[config.mk]
export PLATFORM = sky130hd
export DESIGN_NAME = move_commit_ctrl
export DESIGN_NICKNAME = d
export VERILOG_FILES = /design/src/rtl/game_pkg.sv /design/src/rtl/cell_onehot_decoder.sv /design/src/rtl/move_commit_ctrl.sv
export SDC_FILE = /design/constraint.sdc
export NUM_CORES = 1
export LEC_CHECK = 0
export CAP_MARGIN = 20
export CORE_MARGIN = 3
export CORE_UTILIZATION = 65
export CTS_BUF_LIST = sky130_fd_sc_hd__clkbuf_2
export DETAILED_ROUTE_END_ITERATION = 6
export DONT_BUFFER_PORTS = 1
export GPL_TIMING_DRIVEN = 1
export HOLD_SLACK_MARGIN = 0.02
export PLACE_DENSITY = 0.81
export SYNTH_ARGS = -nofsm -noshare
export SYNTH_HDL_FRONTEND = slang
export SYNTH_HIERARCHICAL = 1
export SYNTH_SLANG_ARGS = --single-unit
[constraint.sdc]
create_clock -name clk -period 6.41 [get_ports clk]
set_input_delay 0.3205 -clock clk [delete_from_list [all_inputs] [get_ports clk]]
set_output_delay 0.3205 -clock clk [all_outputs]
set_load 0.02 [all_outputs]
[src/rtl/game_pkg.sv]
// Shared encodings for the board-game datapath: the cell value encoding,
// the derived cell width and the commit controller state type.
package game_pkg;

    localparam int CELL_EMPTY = 0;

    // A cell holds 0 for empty or p+1 for player p, so it needs room for PLAYERS+1 values.
    function automatic int cell_w(input int players);
        return $clog2(players + 1);
    endfunction

    typedef enum logic {
        IDLE,
        CHECK
    } mc_state_t;

endpackage

[src/rtl/cell_onehot_decoder.sv]
// Decodes a one-hot switch selection into a cell index, flagging whether the
// pattern is exactly one-hot and whether the selected bit addresses a real cell.
module cell_onehot_decoder
    import game_pkg::*;
#(
    parameter  int SW_W  = 10,
    parameter  int CELLS = 9,
    localparam int IDX_W = (SW_W > 1) ? $clog2(SW_W) : 1
) (
    input  logic [SW_W-1:0]  sw,
    output logic [IDX_W-1:0] idx,
    output logic             onehot,
    output logic             in_range
);

    always_comb begin
        idx = '0;
        for (int i = 0; i < SW_W; i++) begin
            if (sw[i]) begin
                idx = IDX_W'(i);
            end
        end
    end

    // Clearing the lowest set bit leaves zero only when at most one bit was set.
    assign onehot   = (sw != '0) && ((sw & (sw - SW_W'(1))) == '0);
    assign in_range = onehot && (int'(idx) < CELLS);

endmodule

[src/rtl/move_commit_ctrl.sv]
// Captures a one-hot cell selection on a submit-key rise, validates it against
// the stored board and commits legal moves, rotating the turn among the players.
module move_commit_ctrl
    import game_pkg::*;
#(
    parameter  int CELLS   = 9,
    parameter  int SW_W    = 10,
    parameter  int PLAYERS = 2,
    parameter  int CW      = cell_w(PLAYERS),
    localparam int PW      = $clog2(PLAYERS),
    localparam int MI_W    = (CELLS > 1) ? $clog2(CELLS) : 1,
    localparam int MC_W    = $clog2(CELLS + 1)
) (
    input  logic                  clk,
    input  logic                  reset,
    input  logic                  enable,
    input  logic                  submit,
    input  logic [SW_W-1:0]       sw,
    input  logic                  new_game,
    output logic [CELLS*CW-1:0]   board,
    output logic [PW-1:0]         player,
    output logic                  move_ok,
    output logic                  move_err,
    output logic [MI_W-1:0]       move_idx,
    output logic [MC_W-1:0]       move_count,
    output logic                  full,
    output logic                  busy
);

    localparam int IDX_W = (SW_W > 1) ? $clog2(SW_W) : 1;

    mc_state_t             state_q;
    logic                  submit_q;
    logic [SW_W-1:0]       sw_q;
    logic [CELLS*CW-1:0]   board_q;
    logic [CELLS*CW-1:0]   board_d;
    logic [PW-1:0]         player_q;
    logic [PW-1:0]         player_d;
    logic                  move_ok_q;
    logic                  move_err_q;
    logic [MI_W-1:0]       move_idx_q;
    logic [MC_W-1:0]       move_count_q;

    logic                  sub_rise;
    logic [IDX_W-1:0]      dec_idx;
    logic                  dec_onehot;
    logic                  dec_in_range;
    logic [CW-1:0]         cell_val;
    logic                  legal;

    cell_onehot_decoder #(
        .SW_W  (SW_W),
        .CELLS (CELLS)
    ) u_decoder (
        .sw       (sw_q),
        .idx      (dec_idx),
        .onehot   (dec_onehot),
        .in_range (dec_in_range)
    );

    assign sub_rise = submit & ~submit_q;

    // Looping over real cells keeps an out-of-range index from reading past the board.
    always_comb begin
        cell_val = '0;
        board_d  = board_q;
        for (int c = 0; c < CELLS; c++) begin
            if (dec_idx == IDX_W'(c)) begin
                cell_val                 = board_q[c*CW +: CW];
                board_d[c*CW +: CW]      = CW'(player_q) + CW'(1);
            end
        end
    end

    always_comb begin
        player_d = player_q + PW'(1);
        if (player_q == PW'(PLAYERS - 1)) begin
            player_d = '0;
        end
    end

    assign legal = dec_onehot && dec_in_range && (cell_val == CW'(CELL_EMPTY)) && !full;

    always_ff @(posedge clk) begin
        if (reset) begin
            state_q      <= IDLE;
            submit_q     <= 1'b1;
            sw_q         <= '0;
            board_q      <= '0;
            player_q     <= '0;
            move_ok_q    <= 1'b0;
            move_err_q   <= 1'b0;
            move_idx_q   <= '0;
            move_count_q <= '0;
        end else begin
            submit_q   <= submit;
            move_ok_q  <= 1'b0;
            move_err_q <= 1'b0;
            if (new_game) begin
                state_q      <= IDLE;
                board_q      <= '0;
                player_q     <= '0;
                move_count_q <= '0;
            end else begin
                case (state_q)
                    IDLE: begin
                        if (sub_rise && enable) begin
                            sw_q    <= sw;
                            state_q <= CHECK;
                        end
                    end
                    CHECK: begin
                        state_q <= IDLE;
                        if (legal) begin
                            board_q      <= board_d;
                            player_q     <= player_d;
                            move_idx_q   <= dec_idx[MI_W-1:0];
                            move_count_q <= move_count_q + MC_W'(1);
                            move_ok_q    <= 1'b1;
                        end else begin
                            move_err_q   <= 1'b1;
                        end
                    end
                    default: state_q <= IDLE;
                endcase
            end
        end
    end

    assign board      = board_q;
    assign player     = player_q;
    assign move_ok    = move_ok_q;
    assign move_err   = move_err_q;
    assign move_idx   = move_idx_q;
    assign move_count = move_count_q;
    assign full       = (move_count_q == MC_W'(CELLS));
    assign busy       = (state_q != IDLE);

endmodule
==> results.json, run 1 <==
{
  "status": "finished clean",
  "hold_violations": 0,
  "crit_end": "move_count[3]",
  "grt_pass1_wl_um": 7017,
  "die_w_um": 60.45,
  "synth_top_area_share": 0.4260,
  "avgViaCountPerCell": 6.278,
  "peakVddDrop_mv": 0.2170,
  "p_per_area_mw_per_mm2": 195.4,
  "nets": 248,
  "timing.rr.start": "sw_q[8]",
  "worstHoldPathType": "input pin to register",
  "ys_seq_area_frac": 0.4260,
  "slew-limit-headroom": 0.4609,
  "p_clk_frac": 0.262,
  "cts_buffer_depth": 2,
  "portBuffers": 0,
  "drc_errors": 0,
  "period_minus_slack_ps": 3332,
  "synth_flop_cell": "dfxtp_1",
  "cp.required_ps": 6760,
  "avgSynthCellArea_um2": 8.378,
  "power_switching_mw": 0.09947,
  "h-tree-depth": 2,
  "ios": 46,
  "reg2reg_slack_ps": 3080,
  "cts_tree": "done",
  "crit_start": "sw_q[8]",
  "fmax_mhz": 300.2,
  "p_sw_frac": 0.2545,
  "antenna_cells": 0,
  "p_leak_nw": 0.6520,
  "netlist_instances": 230,
  "yosysMostFrequentCell": "dfxtp_1",
  "finalSetupViolCount": 0,
  "netlist_area_mm2": 0.001927,
  "drive_gt1_frac": 0.08190,
  "yosys_warnings": 6,
  "tns_ps": 0,
  "drv_slew": 0,
  "dr.first_iter.drc_count": 92,
  "critPathCaptureType": "register",
  "skew_ps": 14.41,
  "crit_type": "register to register",
  "arrival_ps": 3680,
  "ys_ff_latch": 41,
  "postLayoutCoreUtil": 0.7188,
  "num_rows": 19,
  "wl_um": 4331,
  "ant_nets": 0,
  "start_kind": "register",
  "critPathMaxFanout": 17,
  "ys_async_sr_fraction": 0,
  "pwr-share-seq": 0.661,
  "r2r_end": "move_count[3]",
  "grt_pass1_vias": 1530,
  "overflow": 0,
  "cts_sinks": 41,
  "grt_max_degree": 18,
  "nFillCells": 226,
  "firstDrtPassIters": 6,
  "antenna_found_initial": 0,
  "multi_input_area_mm2": 0.001045,
  "cap_violations": 0,
  "rsz0062_at_grt": "false",
  "hpwl_um": 3093,
  "total_power_mw": 0.3908,
  "clk_pin_slew_worst_paths_ps": 190,
  "place_congestion": 0.8511,
  "grtUsageTotal": 0.2525,
  "synth_edf_count": 0,
  "die_area_mm2": 0.003654,
  "die_y_um": 60.45,
  "synth_fp_nets": 247,
  "syn2layout_area_growth_pct": 3.766,
  "rr_worst_depth": 8,
  "register_area_um2": 820.8,
  "synthDistinctLibCells": 42,
  "clockRootBuffer": "clkbuf_2",
  "vias": 1651,
  "post_drt_wl_per_cell_um": 16.47,
  "synth_largest_area_cell": "dfxtp_1",
  "cts_made_buffers": 5,
  "post_cts_buffers": 0,
  "p_int_mw": 0.2913,
  "synthTopCellsByCount": "dfxtp_1 (41), nor2_1 (38), o21ai_0 (22), nand2_1 (21), mux2i_1 (10)",
  "combPwrFrac": 0.078,
  "core_area_mm2": 0.002781,
  "whs_path_depth": 2,
  "clk_latency_ps": 390,
  "yosys-top-cells-area": "dfxtp_1 (43%), nor2_1 (7.4%), o21ai_0 (5.7%)",
  "timing.final.crit_share": 0.5197,
  "worstMarginPinSlew_ps": 808.7,
  "start_util": 0.6928
}
==> flip-flops by register name, indices dropped and copies added, names as in the netlist <==
signal / flops
board: 18
sw_q: 10
move_count: 4
move_idx: 4
busy: 1
move_err: 1
move_ok: 1
player: 1
submit_q: 1
==> critical path, cell delays in order (launching register included) <==
cell      delay, ps
dfxtp_1         410
or2_2           390
a21oi_1         650
nand2_1         260
o41a_1          460
a211o_1         310
o21bai_4        280
or3_1           400
a21oi_1         140
==> kinds of logic after synthesis <==
group	after synthesis	synth area share
multiplexers	10	0.05195
AND/OR/NAND/NOR	106	0.2779
XOR/XNOR	4	0.01819
flip-flops	41	0.4260
adder cells (fa/ha/maj)	3	0.01818
AO/OA/AOI/OAI	50	0.1727
buffers and inverters	16	0.03506
==> area by class of cell <==
cell class | instances | area share
Clock buffer | 5 | 0.01252
Clock inverter | 3 | 0.006258
Inverter | 6 | 0.01126
Multi-Input combinational cell | 173 | 0.5225
Sequential cell | 41 | 0.4105
Tap cell | 31 | 0.01940
Timing Repair Buffer | 4 | 0.01752
==> metrics by stage <==
stage	area, um^2	setup slack [ps]	std cells	hold WS (ps)
2_1_floorplan	1927	3641	230	424.3
3_3_place_gp	1942	3334	253	395.6
3_5_place_dp	1942	3155	253	397.0
4_1_cts	1999	3142	263	42.37
5_1_grt	1999	2902	263	43.50
6_report	1999	3078	263	61.69
==> placed cells by master, fill, tap and decap left out, types with 2 or more instances in the layout <==
cell	netlist	final
nand2b_1	5	5
nand4_1	3	3
buf_4	0	2
nor4_1	3	2
xor2_1	2	2
ha_1	2	2
nor3_1	6	6
dfxtp_1	41	41
nor4_2	1	2
mux2i_1	10	10
inv_1	6	6
nand3_1	3	3
or3_1	7	7
clkinv_1	0	2
clkbuf_2	0	5
o21ai_0	22	22
a211oi_1	4	4
or2_2	5	5
xnor2_1	2	2
nand2_1	21	21
nor2b_1	6	6
a21oi_1	7	7
dlygate4sd3_1	0	2
nor2_1	38	38
o31ai_1	6	6
nand3b_1	2	2
==> layer usage <==
metal  GRT usage  part of all wire  vias to the layer above
li1            -                 -                      818
met1      0.3104              0.44                      760
met2      0.4090              0.47                       65
met3      0.1021             0.078                        8
met4     0.07430             0.013                        0
met5           0                 0                        -
==> power groups by stage <==
| stage | sequential (mW) | combinational (mW) | clock, mW |
|---|---|---|---|
| after floorplan | 0.263 | 0.0241 | 0 |
| after detailed placement | 0.263 | 0.0273 | 0 |
| after global routing | 0.259 | 0.0328 | 0.116 |
| final | 0.258 | 0.0303 | 0.102 |
| after global placement | 0.263 | 0.0269 | 0 |
| after CTS | 0.258 | 0.0294 | 0.104 |
==> how the worst min path moves through the flow <==
stage          startpoint     endpoint
2_1_floorplan      submit     submit_q
3_3_place_gp        reset      sw_q[9]
3_5_place_dp        reset      sw_q[6]
4_1_cts          new_game  move_idx[2]
5_1_grt             sw[3]      sw_q[3]
6_report         new_game  move_idx[2]
==> repair_timing <==
action	in CTS	in global routing
gates resized for setup	0	0
hold buffers	2	0
endpoints found under the hold margin	13	0
Power figures use the tool's default switching activity.
==> run 2: changes to the inputs <==
==> constraint.sdc (replaced) <==
create_clock -name clk -period 3.4 [get_ports clk]
set_input_delay 0.17 -clock clk [delete_from_list [all_inputs] [get_ports clk]]
set_output_delay 0.17 -clock clk [all_outputs]
set_load 0.02 [all_outputs]
==> run 2 against run 1 <==
Combinational power increased by 130%. Power increased by 120%. Sequential cell count unchanged. Via count increased by 6.9%. Sequential power increased by 89%. Utilization increased by 5.3 points. Fmax increased by 4.0%. Die area unchanged. Critical endpoint is now move_idx[1]. Largest power group unchanged.
==> results.json, run 2 (same netlist as run 1, synthesis figures left out) <==
{
  "p_sw_frac": 0.2458,
  "clockRootBuffer": "clkbuf_2",
  "grt_pass1_vias": 1747,
  "h-tree-depth": 2,
  "worstHoldPathType": "input pin to register",
  "slew-limit-headroom": 0.5494,
  "postCtsResizedCells": 0,
  "avgViaCountPerCell": 6.418,
  "finalSetupViolCount": 0,
  "fmax_mhz": 312.2,
  "start_kind": "register",
  "ios": 46,
  "peakVddDrop_mv": 0.4219,
  "die_y_um": 60.45,
  "multi_input_area_mm2": 0.001045,
  "nets": 260,
  "cts_tree": "done",
  "rsz0062_at_grt": "false",
  "status": "finished clean",
  "antenna_cells": 0,
  "cts_buffer_depth": 2,
  "overflow": 0,
  "cts_made_buffers": 5,
  "core_area_mm2": 0.002781,
  "drc_errors": 0,
  "cp_slowest_cell": "or4b_4",
  "ctsHoldBuffers": 13,
  "die_w_um": 60.45,
  "nFillCells": 189,
  "cp_cell_sequence": "inv_1 > a21oi_1 > o21bai_1 > a221o_1 > or4b_4 > o41a_1 > a211o_1 > o21bai_4 > or2_1 > o21ai_0",
  "firstDrtPassIters": 5,
  "crit_type": "register to register",
  "cts_sinks": 41,
  "place_congestion": 0.9133,
  "syn2layout_area_growth_pct": 11.36,
  "pwr-share-seq": 0.579,
  "hold_violations": 0,
  "worstMarginPinSlew_ps": 673.6,
  "hpwl_um": 3201,
  "final_common_cell": "dfxtp_1",
  "register_area_um2": 820.8,
  "antenna_found_initial": 0,
  "vias": 1765,
  "timing.rr.start": "sw_q[2]",
  "drv_slew": 0,
  "skew_ps": 11.48,
  "largest_reg_flops": 18,
  "tns_ps": 0,
  "drive_gt1_frac": 0.08607,
  "timing.final.crit_share": 0.9420,
  "whs_path_depth": 2,
  "cp.required_ps": 3720,
  "portBuffers": 0,
  "grtUsageTotal": 0.3030,
  "critPathCaptureType": "register",
  "ant_nets": 0,
  "die_area_mm2": 0.003654,
  "fin_cells": 275,
  "rr_worst_depth": 10,
  "dr.first_iter.drc_count": 140,
  "power_switching_mw": 0.2070,
  "slowest_delay_ps": 610,
  "p_per_area_mw_per_mm2": 392.5,
  "period_minus_slack_ps": 3203,
  "clk_pin_slew_worst_paths_ps": 210,
  "start_util": 0.6928,
  "clk_latency_ps": 410,
  "combPwrFrac": 0.083,
  "final_cell_mix": "dfxtp_1 (41), nor2_1 (38), o21ai_0 (22)",
  "arrival_ps": 3520,
  "grt_max_degree": 21,
  "hp-start": "reset",
  "placed_cells": 254,
  "reg2reg_slack_ps": 200,
  "p_leak_nw": 0.7122,
  "p_int_mw": 0.6352,
  "grt_pass1_wl_um": 8190,
  "post_cts_buffers": 0,
  "cap_violations": 0,
  "p_clk_frac": 0.338,
  "num_rows": 19,
  "wl_um": 5008,
  "r2r_end": "move_idx[1]",
  "critPathMaxFanout": 17,
  "post_drt_wl_per_cell_um": 18.21,
  "whs_endpoint": "move_count[2]"
}
-- run 2: cell types whose count changed in the layout (fill, tap and decap cells not counted) --
cell and delta:
buf_4 +1, clkinv_2 -1, clkinv_1 -1, dlygate4sd3_1 +11, bufinv_16 +1, clkinvlp_4 +1
-- run 2: final cells by class --
cell class	instances	share of cell area
Multi-Input combinational cell	173	0.4869
Tap cell	31	0.01808
Inverter	6	0.01050
Timing Repair Buffer	16	0.07114
Clock buffer	5	0.01166
Clock inverter	3	0.01924
Sequential cell	41	0.3825
-- run 2: metal layers --
| layer | part of all wire | global-route usage | up-vias |
|---|---|---|---|
| met5 | 0 | 0 | - |
| met4 | 0.028 | 0.1455 | 0 |
| met3 | 0.074 | 0.08298 | 13 |
| met2 | 0.50 | 0.5231 | 78 |
| met1 | 0.40 | 0.3460 | 834 |
| li1 | - | - | 840 |
-- run 2: per-stage QoR --
| step | setup WS [ps] | instance area (um^2) | power, mW | hold WS (ps) | util |
|---|---|---|---|---|---|
| after global routing | 24.21 | 2146 | 0.8755 | 117.7 | 0.7715 |
| after detailed placement | 315.5 | 1949 | 0.5490 | 245.8 | 0.7009 |
| after floorplan | 630.9 | 1927 | 0.5412 | 273.8 | - |
| after CTS | 265.4 | 2146 | 0.8453 | 94.27 | 0.7715 |
| final | 197.2 | 2146 | 0.8422 | 120.9 | 0.7715 |
| after global placement | 488.5 | 1949 | 0.5475 | 244.6 | 0.7009 |
-- run 2: worst max-delay path by stage --
| stage | startpoint | end | cells after the start |
|---|---|---|---|
| final | sw_q[2] | move_idx[1] | 10 |
| after global routing | sw_q[2] | move_idx[0] | 10 |
| after CTS | sw_q[2] | move_idx[0] | 10 |
| after detailed placement | sw_q[2] | move_idx[0] | 10 |
| after global placement | sw_q[2] | move_count[3] | 10 |
| after floorplan | sw_q[2] | move_idx[0] | 12 |
-- run 2: critical path: cells and delay by family (launching register included) --
kind,cells,cell delay [ps]
buf+inv,1,60
simple gates,2,920
compound gates,7,1660
flops,1,480
-- run 2: power by group through the flow --
stage          Sequential (mW)  Combinational (mW)  Clock, mW
3_3_place_gp             0.496              0.0510          0
5_1_grt                  0.488              0.0762      0.311
4_1_cts                  0.487              0.0679      0.290
6_report                 0.487              0.0701      0.285
3_5_place_dp             0.497              0.0523          0
2_1_floorplan            0.496              0.0454          0
==> run 3: changes to the inputs <==
==> constraint.sdc (replaced) <==
create_clock -name clk -period 3.8 [get_ports clk]
set_input_delay 0.19 -clock clk [delete_from_list [all_inputs] [get_ports clk]]
set_output_delay 0.19 -clock clk [all_outputs]
set_load 0.02 [all_outputs]
==> run 3 against run 2 <==
Global-route usage is 2.2 points lower. Power is 9.5% lower. Clock skew is 12 ps higher. Worst setup slack better by 510 ps. First-iteration DRC count is 21% higher. Final cell count stayed put. Clock-buffer cell count stayed put. Hold slack worse by 14 ps. Critical path type unchanged. Largest cell class unchanged. Highest routed layer unchanged.
==> results.json, run 3 (same netlist as run 1, synthesis figures left out) <==
{
  "grt_pass1_vias": 1642,
  "antenna_cells": 0,
  "critPathCaptureType": "register",
  "p_per_area_mw_per_mm2": 354.4,
  "tns_ps": 0,
  "start_kind": "register",
  "clk_pin_slew_worst_paths_ps": 230,
  "num_rows": 19,
  "clk_latency_ps": 420,
  "status": "finished clean",
  "period_minus_slack_ps": 3090,
  "grt_max_degree": 21,
  "cap_violations": 0,
  "grt_pass1_wl_um": 7624,
  "postLayoutCoreUtil": 0.7733,
  "grtUsageMet2": 0.4722,
  "timing.final.crit_share": 0.8132,
  "use_met3": 0.08298,
  "drive_gt1_frac": 0.09016,
  "clockRootBuffer": "clkbuf_2",
  "top_usage_layer": "met2",
  "wl_um": 4854,
  "postCtsResizedCells": 0,
  "final_common_cell": "dfxtp_1",
  "grtUsageTotal": 0.2806,
  "h-tree-depth": 2,
  "die_w_um": 60.45,
  "hold_violations": 0,
  "finalSetupViolCount": 0,
  "use_met1": 0.3312,
  "nFillCells": 200,
  "die_area_mm2": 0.003654,
  "cts_sinks": 41,
  "vias": 1769,
  "syn2layout_area_growth_pct": 11.62,
  "dr.first_iter.drc_count": 169,
  "die_y_um": 60.45,
  "worstMarginPinSlew_ps": 632.7,
  "slew-limit-headroom": 0.5768,
  "start_util": 0.6928,
  "worstHoldPathType": "input pin to register",
  "whs_endpoint": "move_count[3]",
  "r2r_end": "move_idx[0]",
  "crit_type": "register to register",
  "largest_reg_flops": 18,
  "overflow": 0,
  "whs_path_depth": 2,
  "final_cell_mix": "dfxtp_1 (41), nor2_1 (38), o21ai_0 (22)",
  "post_drt_wl_per_cell_um": 17.65,
  "nets": 260,
  "fin_cells": 275,
  "portBuffers": 0,
  "ios": 46,
  "cts_tree": "done",
  "placed_cells": 254,
  "cts_buffer_depth": 2,
  "avgViaCountPerCell": 6.433,
  "cts_made_buffers": 5,
  "core_area_mm2": 0.002781,
  "drc_errors": 0,
  "arrival_ps": 3450,
  "hpwl_um": 3103,
  "timing.rr.start": "sw_q[2]",
  "firstDrtPassIters": 4,
  "cp.required_ps": 4160,
  "skew_ps": 23.27,
  "ant_nets": 0,
  "peakVddDrop_mv": 0.3443,
  "hp-start": "reset",
  "rr_worst_depth": 10,
  "antenna_found_initial": 0,
  "critPathMaxFanout": 17,
  "drv_slew": 0,
  "reg2reg_slack_ps": 710,
  "place_congestion": 0.9081,
  "rsz0062_at_grt": "false",
  "total_power_mw": 0.7623,
  "fmax_mhz": 323.6,
  "p_leak_nw": 0.7147
}
-- run 3: cell types whose count changed in the layout (fill, tap and decap cells not counted) --
cell | before | now
clkinv_1 | 1 | 0
clkinv_4 | 0 | 1
-- run 3: how the worst max path moves through the flow --
stage / depth (start not counted) / startpoint / endpoint
floorplan: 12 / sw_q[2] / move_idx[0]
global placement: 10 / sw_q[2] / move_count[3]
detailed placement: 10 / sw_q[2] / move_count[3]
CTS: 10 / sw_q[2] / move_count[3]
global route: 10 / sw_q[2] / move_idx[0]
finish: 10 / sw_q[2] / move_idx[0]
-- run 3: repair_timing --
item	4_1_cts	5_1_grt
hold buffers	13	0
buffers inserted	0	0
hold endpoints to repair	16	0
endpoints found under the setup margin	0	0
-- run 3: critical path, cell delays in order, from the launching register on --
cell	delay [ps]
dfxtp_1	470
inv_1	60
a21oi_1	120
o21bai_1	70
a221o_1	430
or4b_4	610
o41a_1	160
a211o_1	320
o21bai_4	280
or2_1	310
o31ai_1	220
-- run 3: per-layer routing --
metal | part of all wire | vias to the layer above
li1 | - | 836
met1 | 0.40 | 822
met2 | 0.49 | 95
met3 | 0.083 | 16
met4 | 0.031 | 0
met5 | 0 | -
-- run 3: where the power goes --
part           switching (mW)  internal, mW
combinational          0.0368        0.0266
clock                   0.151         0.112
sequential            0.00317         0.433
total                   0.191         0.572
-- run 3: final cells by class --
type | instances | area (um^2) | share of cell area
multi-input cells | 173 | 1045 | 0.4857
flip-flops and latches | 41 | 820.8 | 0.3816
repair buffers | 16 | 152.6 | 0.07097
clock inverters | 3 | 46.29 | 0.02152
well taps | 31 | 38.79 | 0.01803
clock buffers | 5 | 25.02 | 0.01163
inverters | 6 | 22.52 | 0.01047
-- run 3: per-stage QoR --
| stage | setup slack [ps] | hold WS (ps) | area (um^2) |
|---|---|---|---|
| CTS | 773.1 | 85.28 | 2151 |
| global route | 509.2 | 114.4 | 2151 |
| finish | 709.9 | 106.7 | 2151 |
| floorplan | 1031 | 293.8 | 1927 |
| detailed placement | 796.8 | 267.0 | 1949 |
| global placement | 888.0 | 264.3 | 1949 |
